[src/rtl/game_pkg.sv]
// Shared encodings for the game-progress controller and its consumers.
package game_pkg;

    localparam int unsigned GS_W   = 3;
    localparam int unsigned PS_W   = 2;
    localparam int unsigned HOLD_W = 32;

    // Game status codes as seen by Obstacles, Scrolls and Screens
    typedef enum logic [GS_W-1:0] {
        GS_START     = 3'd0,
        GS_PLAYING   = 3'd1,
        GS_LEVEL_INC = 3'd2,
        GS_WORLD_INC = 3'd3,
        GS_LIFE_LOST = 3'd4,
        GS_LOSE      = 3'd5,
        GS_WIN       = 3'd6
    } gameState_e;

    // Player status codes; code 3 is reserved and behaves like PS_PLAYING
    localparam logic [PS_W-1:0] PS_PLAYING  = 2'd0;
    localparam logic [PS_W-1:0] PS_PASS     = 2'd1;
    localparam logic [PS_W-1:0] PS_DIED     = 2'd2;
    localparam logic [PS_W-1:0] PS_RESERVED = 2'd3;

endpackage

[src/rtl/btn_sync_edge.sv]
// Two-flop synchroniser for an asynchronous button plus a one-cycle rising-edge pulse.
module btn_sync_edge (
    input  logic clk,
    input  logic rst,
    input  logic btnAsync,
    output logic pulse
);

    logic sync1;
    logic sync2;
    logic syncPrev;

    // Synchronise, remember the previous synchronised level, register the edge
    always_ff @(posedge clk or negedge rst) begin
        if (!rst) begin
            sync1    <= 1'b0;
            sync2    <= 1'b0;
            syncPrev <= 1'b0;
            pulse    <= 1'b0;
        end else begin
            sync1    <= btnAsync;
            sync2    <= sync1;
            syncPrev <= sync2;
            pulse    <= sync2 & ~syncPrev;
        end
    end

endmodule

[src/rtl/game_state_fsm.sv]
// Game-progress controller: start button and player status in, world/level/lives/status out.
module game_state_fsm
    import game_pkg::*;
#(
    parameter int unsigned NUM_WORLDS       = 4,
    parameter int unsigned LEVELS_PER_WORLD = 6,
    parameter int unsigned START_LIVES      = 3,
    parameter int unsigned HOLD_CYCLES      = 100000000
) (
    input  logic       clk,
    input  logic       rst,
    input  logic       start_btn,
    input  logic [1:0] player_status,
    output logic [2:0] game_status,
    output logic [2:0] world,
    output logic [2:0] level,
    output logic [3:0] lives
);

    if (NUM_WORLDS < 1 || NUM_WORLDS > 8) begin : gBadWorlds
        $error("NUM_WORLDS must be in 1..8");
    end
    if (LEVELS_PER_WORLD < 1 || LEVELS_PER_WORLD > 8) begin : gBadLevels
        $error("LEVELS_PER_WORLD must be in 1..8");
    end
    if (START_LIVES < 1 || START_LIVES > 15) begin : gBadLives
        $error("START_LIVES must be in 1..15");
    end
    if (HOLD_CYCLES < 1) begin : gBadHold
        $error("HOLD_CYCLES must be at least 1");
    end

    localparam logic [2:0]        LAST_LEVEL = 3'(LEVELS_PER_WORLD - 1);
    localparam logic [2:0]        LAST_WORLD = 3'(NUM_WORLDS - 1);
    localparam logic [3:0]        INIT_LIVES = 4'(START_LIVES);
    localparam logic [HOLD_W-1:0] HOLD_LAST  = 32'(HOLD_CYCLES - 1);

    logic startPulse;

    gameState_e        stateQ,  stateD;
    logic [2:0]        worldQ,  worldD;
    logic [2:0]        levelQ,  levelD;
    logic [3:0]        livesQ,  livesD;
    logic [HOLD_W-1:0] holdQ,   holdD;
    logic              armedQ,  armedD;

    btn_sync_edge uStartSync (
        .clk      (clk),
        .rst      (rst),
        .btnAsync (start_btn),
        .pulse    (startPulse)
    );

    // State, counters, hold timer and re-arm flag
    always_ff @(posedge clk or negedge rst) begin
        if (!rst) begin
            stateQ <= GS_START;
            worldQ <= 3'd0;
            levelQ <= 3'd0;
            livesQ <= INIT_LIVES;
            holdQ  <= '0;
            armedQ <= 1'b0;
        end else begin
            stateQ <= stateD;
            worldQ <= worldD;
            levelQ <= levelD;
            livesQ <= livesD;
            holdQ  <= holdD;
            armedQ <= armedD;
        end
    end

    // Next-state and counter updates
    always_comb begin
        stateD = stateQ;
        worldD = worldQ;
        levelD = levelQ;
        livesD = livesQ;
        holdD  = holdQ;
        armedD = armedQ;

        case (stateQ)
            GS_START: begin
                if (startPulse) begin
                    worldD = 3'd0;
                    levelD = 3'd0;
                    livesD = INIT_LIVES;
                    armedD = 1'b0;
                    stateD = GS_PLAYING;
                end
            end
            GS_PLAYING: begin
                // A status code left over from the last transition is ignored until re-armed
                if (armedQ && player_status == PS_PASS) begin
                    holdD = '0;
                    if (levelQ < LAST_LEVEL) begin
                        levelD = levelQ + 3'd1;
                        stateD = GS_LEVEL_INC;
                    end else if (worldQ < LAST_WORLD) begin
                        worldD = worldQ + 3'd1;
                        levelD = 3'd0;
                        stateD = GS_WORLD_INC;
                    end else begin
                        stateD = GS_WIN;
                    end
                end else if (armedQ && player_status == PS_DIED) begin
                    holdD = '0;
                    if (livesQ > 4'd1) begin
                        livesD = livesQ - 4'd1;
                        stateD = GS_LIFE_LOST;
                    end else begin
                        livesD = 4'd0;
                        stateD = GS_LOSE;
                    end
                end else if (player_status == PS_PLAYING || player_status == PS_RESERVED) begin
                    armedD = 1'b1;
                end
            end
            GS_LEVEL_INC, GS_WORLD_INC, GS_LIFE_LOST: begin
                if (holdQ == HOLD_LAST) begin
                    stateD = GS_PLAYING;
                    armedD = 1'b0;
                end else begin
                    holdD = holdQ + 32'd1;
                end
            end
            GS_LOSE, GS_WIN: begin
                if (startPulse) begin
                    stateD = GS_START;
                end
            end
            default: begin
                stateD = GS_START;
            end
        endcase
    end

    assign game_status = stateQ;
    assign world       = worldQ;
    assign level       = levelQ;
    assign lives       = livesQ;

endmodule

[config.mk]
export PLATFORM = sky130hd
export DESIGN_NAME = game_state_fsm
export DESIGN_NICKNAME = d
export VERILOG_FILES = /design/src/rtl/game_pkg.sv /design/src/rtl/btn_sync_edge.sv /design/src/rtl/game_state_fsm.sv
export SDC_FILE = /design/constraint.sdc
export NUM_CORES = 1
export LEC_CHECK = 0
export CAP_MARGIN = 15
export CORE_MARGIN = 5
export CORE_UTILIZATION = 42
export CTS_CLUSTER_SIZE = 16
export DETAILED_ROUTE_END_ITERATION = 8
export GPL_TIMING_DRIVEN = 0
export HOLD_SLACK_MARGIN = 0.06
export PLACE_DENSITY = 0.65
export SKIP_LAST_GASP = 1
export SLEW_MARGIN = 20
export SYNTH_ARGS = -nofsm -noshare
export SYNTH_HDL_FRONTEND = slang
export SYNTH_SLANG_ARGS = --single-unit
[constraint.sdc]
create_clock -name clk -period 2.9 [get_ports clk]
set_input_delay 0.58 -clock clk [delete_from_list [all_inputs] [get_ports clk]]
set_output_delay 0.58 -clock clk [all_outputs]
set_load 0.1 [all_outputs]
[Word-level counts from Yosys, hierarchy flattened]
Index checks and enable logic that the tools add are counted.
Cells by class
  add/subtract/negate cells: 4
  muxes and demuxes: 32
  bitwise gates (word level): 2
  magnitude comparators: 3
  equal/unequal tests: 23
  reduce and logical (&&, ||, !) cells: 16
Operator list (count)
  32-bit 2-to-1 mux: 3
  32-bit one-hot mux with 2 select lines: 1
  3-bit 2-to-1 mux: 13
  32-bit by 1-bit adder with 32-bit output (second input constant): 1
  32-bit by 27-bit == test with 1-bit output (second input constant): 1
  2-bit inequality test (second input constant): 9
  4-bit 2-to-1 mux: 4
  3-bit one-hot mux with 2 select lines: 2
  3-bit one-hot mux with 4 select lines: 1
  4-bit AND reduction: 3
  3-bit == test (second input constant): 3
  4-bit one-hot mux with 2 select lines: 1
  3-bit by 1-bit adder with 3-bit output (second input constant): 2
  3-bit by 2-bit == test with 1-bit output (second input constant): 2
  1-bit 2-to-1 mux: 6
  3-bit inequality test (second input constant): 2
  6-bit AND reduction: 1
  5-bit AND reduction: 1
  2-bit == test (second input constant): 2
  4-bit by 1-bit greater-than comparator with 1-bit output (second input constant): 1
  2-bit by 1-bit inequality test with 1-bit output (second input constant): 2
  2-bit nonzero test: 2
  4-bit by 1-bit subtractor with 4-bit output (second input constant): 1
  3-bit by 1-bit == test with 1-bit output (second input constant): 1
  14 further kinds: 15
Storage, ports and cells
  bits of input ports: 5
  register bits after elaboration: 50

[Logic depth before layout (Yosys ltp)]
Gate-level depths: netlist (run 1).
  depth in word-level cells: 6
  gate-level depth with buffers: 8
  depth with buffers taken out: 7

[By module]
From an unflattened synthesis (run 1), not the netlist that was laid out.
Second synthesis, totals
  cell total of the unflattened synthesis: 338
  area, all modules: 3089.2 sq um
Modules (own cells, without submodules)
  game_state_fsm: area an instance 2975.4 sq um, instances 1, cells each 333
  btn_sync_edge: area an instance 113.9 sq um, instances 1, cells each 5

[Least setup slack after synthesis (run 1)]
OpenSTA, ideal clock, no wires.
  path type: register -> register
  from: reg stateQ[2], in the netlist game_status[2]
  to: reg stateQ[0], in the netlist game_status[0]
  buffers on the path: 1
  arrival time: 2.583 ns
  library setup time: 0.125 ns
  path slack: 0.192 ns
  stages on the path, launching flop included: 7
  data required time: 2.775 ns
  cell sequence: dfrtp_1 -> clkbuf_1 -> nor2b_1 -> a21oi_1 -> a31oi_2 -> or3_4 -> mux2_4
Between the ends
  cells in the longest elaborated chain, start to end: 4
  elaborated cells on any way between the ends: 15
  classes of those cells: eq/ne (10); mux (1); reduce/logical (4)
Ends and longest elaborated chain
  start, declared: RTL line game_state_fsm.sv:40  | gameState_e stateQ, stateD;
  start signal, assigned: RTL line game_state_fsm.sv:64  | stateQ <= stateD;
  3-bit by 2-bit == test with 1-bit output or 3-bit == test (tied branches): RTL line game_state_fsm.sv:82  | case (stateQ)
  3-bit OR reduction or 2-bit OR reduction (tied branches): RTL line game_state_fsm.sv:82
  2-bit inequality test (no source line) or 2-bit by 1-bit inequality test with 1-bit output (tied branches)
  4-bit AND reduction (no source line)
Parallel ways exist; a longest one is shown, timed or not.
A chain may end at the register's enable or synchronous reset.

[Worst setup path after layout (run 1)]
  from: reg stateQ[2], in the netlist game_status[2]
  to: reg holdQ[20]
Between the ends
  cells in the longest elaborated chain, start to end: 4
  elaborated cells on any way between the ends: 10
  classes of those cells: eq/ne (6); mux (1); reduce/logical (3)
Ends and longest elaborated chain
  3-bit by 2-bit == test with 1-bit output or 3-bit == test (tied branches): RTL line game_state_fsm.sv:82
  3-bit OR reduction: RTL line game_state_fsm.sv:82
  2-bit inequality test (no source line) or 2-bit nonzero test (tied branches)
  3-bit AND reduction (no source line)
  end signal, assigned: RTL line game_state_fsm.sv:68  | holdQ <= holdD;
  end, declared: RTL line game_state_fsm.sv:44  | logic [HOLD_W-1:0] holdQ, holdD;
Parallel ways exist; a longest one is shown, timed or not.

==> results of run 1 <==
==> worst min-delay path by stage <==
stage                     slack, ps          endpoint             start
after floorplan                 280            armedQ               rst
after global routing            340          world[0]               rst
final                           280          world[1]               rst
after detailed placement        340  uStartSync.sync2  uStartSync.sync1
after CTS                       310          world[1]               rst
after global placement          340  uStartSync.sync2  uStartSync.sync1
==> layer usage <==
layer  track usage  share of wire
met5             0              0
met4        0.0805          0.023
met3        0.0343          0.070
met2         0.299           0.46
met1         0.249           0.44
==> registers in the layout, indices dropped and copies added, names as in the netlist <==
name                 count
uStartSync.pulse         1
lives                    4
uStartSync.sync2         1
uStartSync.sync1         1
level                    3
world                    3
armedQ                   1
uStartSync.syncPrev      1
game_status              3
holdQ                   32
==> layout by cell type (no fill, tap or decap), types with 2 or more instances in the layout <==
cell type	Yosys	routed
nor4_1	5	5
and3_1	7	7
clkbuf_8	0	5
o31a_1	3	3
dfrtp_1	48	48
o22ai_1	6	6
nor2_1	17	17
or4_1	4	4
o21a_1	2	2
nor4b_1	2	2
buf_2	2	2
a21o_1	7	7
nand2_1	17	17
mux2i_1	6	6
nand4_1	20	20
o21ba_2	2	2
and4_1	2	2
nor3_1	11	11
o31ai_1	4	4
a211o_1	2	2
or3_1	5	5
o21ai_0	32	32
nand4b_1	2	2
nor2b_1	3	3
clkdlybuf4s50_1	0	16
ha_1	7	7
a22o_1	7	7
nand3_1	16	16
a21oi_1	19	19
dfstp_2	2	2
inv_1	16	16
clkbuf_1	19	19
clkinv_2	0	2
a31oi_1	13	13
a22oi_1	3	3
or2_2	4	4
==> where the power goes <==
group          switching (mW)  leakage (nW)  internal, mW
clock                   0.244        0.0579         0.254
sequential            0.00170         0.548         0.700
combinational          0.0170         0.796       0.00727
==> cell type report <==
| type | instances | area share |
|---|---|---|
| Clock inverter | 3 | 0.0118 |
| Buffer | 22 | 0.0272 |
| Clock buffer | 5 | 0.0202 |
| Inverter | 16 | 0.0176 |
| Timing Repair Buffer | 17 | 0.0492 |
| Multi-Input combinational cell | 248 | 0.470 |
| Tap cell | 96 | 0.0353 |
| Sequential cell | 50 | 0.368 |
==> stage by stage <==
stage,util,area (sq um),TNS [ps],power [mW]
after floorplan,-,3000,0,0.719
after detailed placement,0.479,3290,0,0.741
after global routing,0.496,3400,0,1.27
final,0.496,3400,0,1.22
after CTS,0.494,3400,0,1.24
after global placement,0.479,3290,-11870,0.741
==> cells in the mapped netlist (2+ instances only) <==
library cell  count
a211o_1           2
a21o_1            7
a21oi_1          19
a22o_1            7
a22oi_1           3
a31oi_1          13
and3_1            7
and4_1            2
buf_2             2
clkbuf_1         19
dfrtp_1          48
dfstp_2           2
ha_1              7
inv_1            16
mux2i_1           6
nand2_1          17
nand3_1          16
nand4_1          20
nand4b_1          2
nor2_1           17
nor2b_1           3
nor3_1           11
nor4_1            5
nor4b_1           2
o21a_1            2
o21ai_0          32
o21ba_2           2
o22ai_1           6
o31a_1            3
o31ai_1           4
or2_2             4
or3_1             5
or4_1             4
==> cell families (layout without fill, tap and decap cells) <==
kind of cell	Yosys count	after routing	share of synthesized area
AND/OR/NAND/NOR	125	125	0.243
AO/OA/AOI/OAI	107	107	0.227
XOR/XNOR	1	1	0.00292
multiplexers	8	8	0.0288
buffers and inverters	38	63	0.0509
adder cells (fa/ha/maj)	7	7	0.0292
flip-flops	50	50	0.418
==> critical path, stage by stage (launching register included) <==
cell      delay (ps)
dfrtp_1          350
clkbuf_1         320
nor2b_1          140
a21oi_1          790
a31o_2           270
clkbuf_1         440
a21oi_1          150
mux2i_1          170
==> flow_summary_export.csv, run 1 <==
group,metric,value,unit
run_status,status,"finished, final reports clean",
synth,yosys_warnings,0,
layout,register_area,1250,sq um
critical_path,arrival,2940,ps
timing,finalClockSkew,7.34,ps
route,first_pass_iters,4,
timing,hold_ws,285,ps
route,routed_wirelength,7.75,mm
synth,synth_top_area_cell,"dfrtp_1",
clock_network,cts-resized-gates,0,
critical_path,reg2reg_slack,200,ps
placed_design,dpl.hpwl,5.36,mm
floorplan,fp.dieW,94.5,um
timing,post-route-min-period,2700,ps
global_route,grt.overflow.total,0,
layout,final_cells,457,
critical_path,reg2regPathDepth,7,
clock_network,clk_pin_slew_worst_paths,100,ps
route,drt_iter0_markers,151,
timing,finalSetupViolCount,0,
floorplan,core-area,6870,sq um
critical_path,worstReg2RegStart,"game_status[2]",
clock_network,ctsRootBufferMaster,"clkbuf_8",
timing,fin_crit_sh,0.930,
synth,synth_edf_count,0,
floorplan,start_util,0.437,
critical_path,worstSetupEndpointType,"flip-flop",
global_route,grt_max_degree,51,
floorplan,die_h,94.5,um
floorplan,ios,18,
global_route,antenna_found_initial,0,
placed_design,placedCellCount,449,
floorplan,rows,30,
global_route,grt_pass1_wl,13.1,mm
critical_path,endpoint,"holdQ[20]",
critical_path,cp-start-kind,"flip-flop",
synth,synth.avg_cell_area,8.93,sq um
critical_path,cp_max_fo,10,
critical_path,path_class,"flip-flop to flip-flop",
layout,layout-drive-gt1-share,0.0776,
placed_design,routabilityCongestion,0.892,
clock_network,clkSinkCount,50,
layout,fillers,661,
clock_network,worstSkewPairLatency,310,ps
pwr,vdd_ir_drop_max,0.174,mV
layout,diodes,0,
clock_network,cts.htree.levels,2,
clock_network,cts_buffer_depth,2,
route,via_per_inst,6.15,
timing,slew-limit-headroom,0.333,
layout,nNetsFinal,372,
floorplan,die_area,8930,sq um
timing,rsz0062_at_grt,"false",
synth,ys_seq_elements,50,
timing,worst_slack,204,ps
critical_path,crit_start,"game_status[2]",
synth,ys_seq_area_frac,0.418,
timing,report.final.slew_viol_count,0,
timing,max_freq,371,MHz
layout,multi_input_area,1600,sq um
route,drc,0,
critical_path,reg2reg_to,"holdQ[20]",
route,vias,2812,
clock_network,cts_tree,"built",
job,maxCapViolations,0,
clock_network,holdBufCountCts,0,
synth,synth_top_area_frac,0.401,
global_route,grt_pass1_vias,2633,
timing,tightest_slew,1000,ps
clock_network,cts_buffers,5,
route,routedWlPerCell,17.0,um
synth,async_reset_ff_frac,1.00,
synth,syn_inst,336,
critical_path,cp.required,3140,ps
synth,syn_area,3000,sq um
global_route,grt.total_usage,0.187,
placed_design,placement.io_buffers,17,
synth,synth_nets,348,
synth,netlist-cell-type-count,54,
synth,synthFlopType,"dfrtp_1",
hold_path,hp-class,"primary input to async pin",
timing,hold_viol,0,
route,ant_nets,0,
layout,area_delta_synth_final,13.5,%
clock_network,cts_setup_buffers,0,
pwr,p_per_area,360,nW/um^2
synth,synthTopCellsByArea,"dfrtp_1, o21ai_0, nand4_1",
placed_design,dp_slack,173,ps
pwr,power_leakage,1.40,nW
Note: power is estimated with default switching activity, not from simulation.
==> inputs of run 2 (changes only) <==
--- a/config.mk
+++ b/config.mk
@@ -6,15 +6,18 @@
 export NUM_CORES = 1
 export LEC_CHECK = 0
 export CAP_MARGIN = 15
+export CELL_PAD_IN_SITES_DETAIL_PLACEMENT = 1
+export CELL_PAD_IN_SITES_GLOBAL_PLACEMENT = 1
 export CORE_MARGIN = 5
 export CORE_UTILIZATION = 42
 export CTS_CLUSTER_SIZE = 16
 export DETAILED_ROUTE_END_ITERATION = 8
 export GPL_TIMING_DRIVEN = 0
 export HOLD_SLACK_MARGIN = 0.06
-export PLACE_DENSITY = 0.65
+export PLACE_DENSITY = 0.79
 export SKIP_LAST_GASP = 1
 export SLEW_MARGIN = 20
 export SYNTH_ARGS = -nofsm -noshare
 export SYNTH_HDL_FRONTEND = slang
 export SYNTH_SLANG_ARGS = --single-unit
+export TNS_END_PERCENT = 10
==> run 2 against run 1 <==
Clock skew is 5.0 ps higher. Maximum frequency rose by 0.11%. Via count is 0.75% higher. Highest routed layer unchanged. First-iteration DRC count decreased by 9.3%. Clock power down 12%. Critical path depth is the same. Die area is the same. Critical path type unchanged. Final area fell by 0.55%.
==> flow_summary_export.csv, run 2 (same netlist as run 1, synthesis figures left out) <==
group,metric,value,unit
clock_network,cts_tree,"built",
global_route,grt.overflow.total,0,
critical_path,cp_top_family,"compound AO/OA/AOI/OAI gates",
global_route,grt_max_degree,51,
critical_path,critical_path_buf_inv_count,2,
clock_network,cts.htree.levels,2,
clock_network,ctsRootBufferMaster,"clkbuf_8",
clock_network,cts_setup_buffers,0,
route,ant_nets,0,
critical_path,worstSetupEndpointType,"flip-flop",
layout,final_area,3390,sq um
clock_network,clkSinkCount,50,
clock_network,cts_buffer_depth,2,
layout,layout_commonest_cell,"dfrtp_1",
layout,regMostFlops,"holdQ",
timing,slew-limit-headroom,0.352,
floorplan,die_h,94.5,um
layout,final_cell_mix,"dfrtp_1, o21ai_0, clkbuf_1, nand4_1, a21oi_1",
timing,finalSetupViolCount,0,
timing,max_freq,371,MHz
clock_network,worstSkewPairLatency,320,ps
pwr,vdd_ir_drop_max,0.208,mV
timing,report.final.slew_viol_count,0,
critical_path,path_cells,"clkbuf_1, nor2_1, a21oi_1, a31o_2, buf_2, nand2_1, a31oi_1",
floorplan,fp.dieW,94.5,um
layout,final_cells,457,
critical_path,cp.required,3120,ps
pwr,p_per_area,345,nW/um^2
layout,area_delta_synth_final,12.9,%
critical_path,cp_max_fo,10,
layout,layout-drive-gt1-share,0.0720,
global_route,grt_pass1_wl,15.0,mm
timing,tightest_slew,969,ps
placed_design,dpl.hpwl,6.13,mm
layout,largest_register_ffs,32,
run_status,status,"finished, final reports clean",
floorplan,ios,18,
timing,rsz0062_at_grt,"false",
floorplan,start_util,0.437,
layout,fillers,846,
clock_network,clk_pin_slew_worst_paths,100,ps
critical_path,critical-path-slowest-cell,"a21oi_1",
layout,diodes,0,
timing,hold_viol,0,
critical_path,cp-start-kind,"flip-flop",
placed_design,post_dp_cell_area,3290,sq um
layout,nNetsFinal,372,
route,routedWlPerCell,19.3,um
layout,register_area,1250,sq um
clock_network,cts_buffers,5,
route,first_pass_iters,4,
placed_design,placement.io_buffers,17,
hold_path,hp-class,"primary input to async pin",
global_route,antenna_found_initial,0,
global_route,grt_pass1_vias,2940,
placed_design,placedCellCount,449,
placed_design,routabilityCongestion,0.849,
critical_path,arrival,2910,ps
job,maxCapViolations,0,
layout,fin_util,0.493,
route,vias,2833,
timing,finalClockSkew,12.4,ps
global_route,grt.total_usage,0.214,
timing,fin_crit_sh,0.929,
pwr,power_leakage,1.39,nW
layout,multi_input_area,1600,sq um
critical_path,slowest_delay,730,ps
floorplan,core-area,6870,sq um
route,drt_iter0_markers,137,
critical_path,path_class,"flip-flop to flip-flop",
floorplan,die_area,8930,sq um
route,via_per_inst,6.20,
floorplan,rows,30,
route,drc,0,
timing,post-route-min-period,2690,ps
route,routed_wirelength,8.80,mm
==> run 2: changes by cell type in the layout (fill, tap and decap cells not counted), sizes merged <==
cell | before | now
clkbuf | 24 | 27
clkinv | 2 | 0
bufinv | 1 | 0
==> run 2: layer usage <==
metal / wire length, um / vias to the layer above / global-route usage / share of wire
met4: 127 / 0 / 0.0733 / 0.014
met5: 0 / - / 0 / 0
met2: 4340 / 75 / 0.359 / 0.49
li1: - / 1318 / - / -
met3: 373 / 14 / 0.0335 / 0.042
met1: 3960 / 1426 / 0.280 / 0.45
==> run 2: metrics by stage <==
| stage | worst slack, ps | hold WS, ps | setup TNS [ps] | total power, mW |
|---|---|---|---|---|
| global placement | -307 | 336 | -14680 | 0.741 |
| floorplan | 192 | 284 | 0 | 0.719 |
| CTS | 72.2 | 312 | 0 | 1.18 |
| detailed placement | 89.2 | 343 | 0 | 0.742 |
| global route | 13.6 | 350 | 0 | 1.22 |
| finish | 207 | 286 | 0 | 1.17 |
==> run 2: path summary, 6_finish.rpt <==
check	from	to	slack [ps]	cells past startpoint
setup / recovery	game_status[1]	holdQ[12]	210	7
hold / removal	rst	level[0]	290	1
setup reg to reg	game_status[1]	holdQ[12]	210	7
hold reg to reg	uStartSync.sync1	uStartSync.sync2	360	0
max in group asynchronous	rst	holdQ[25]	2170	1
min in group clk	uStartSync.sync1	uStartSync.sync2	360	0
==> run 2: what timing repair did <==
| item | 4_1_cts | 5_1_grt |
|---|---|---|
| setup endpoints to repair | 0 | 3 |
| hold buffers | 0 | 0 |
| resized for setup | 0 | 1 |
| endpoints found under the hold margin | 0 | 0 |
==> run 2: power by group <==
part | switching, mW | leakage, nW | total, mW | internal, mW
sequential | 0.00177 | 0.548 | 0.701 | 0.700
clock | 0.245 | 0.0455 | 0.440 | 0.196
combinational | 0.0178 | 0.796 | 0.0251 | 0.00726
total | 0.264 | 1.39 | 1.17 | 0.902
==> run 2: layout make-up <==
cell class	instances	share of cell area
inverter	16	0.0177
tap	96	0.0355
timing repair buffer	17	0.0495
buffer	22	0.0273
sequential	50	0.370
clock buffer	8	0.0266
multi-input combinational	248	0.473
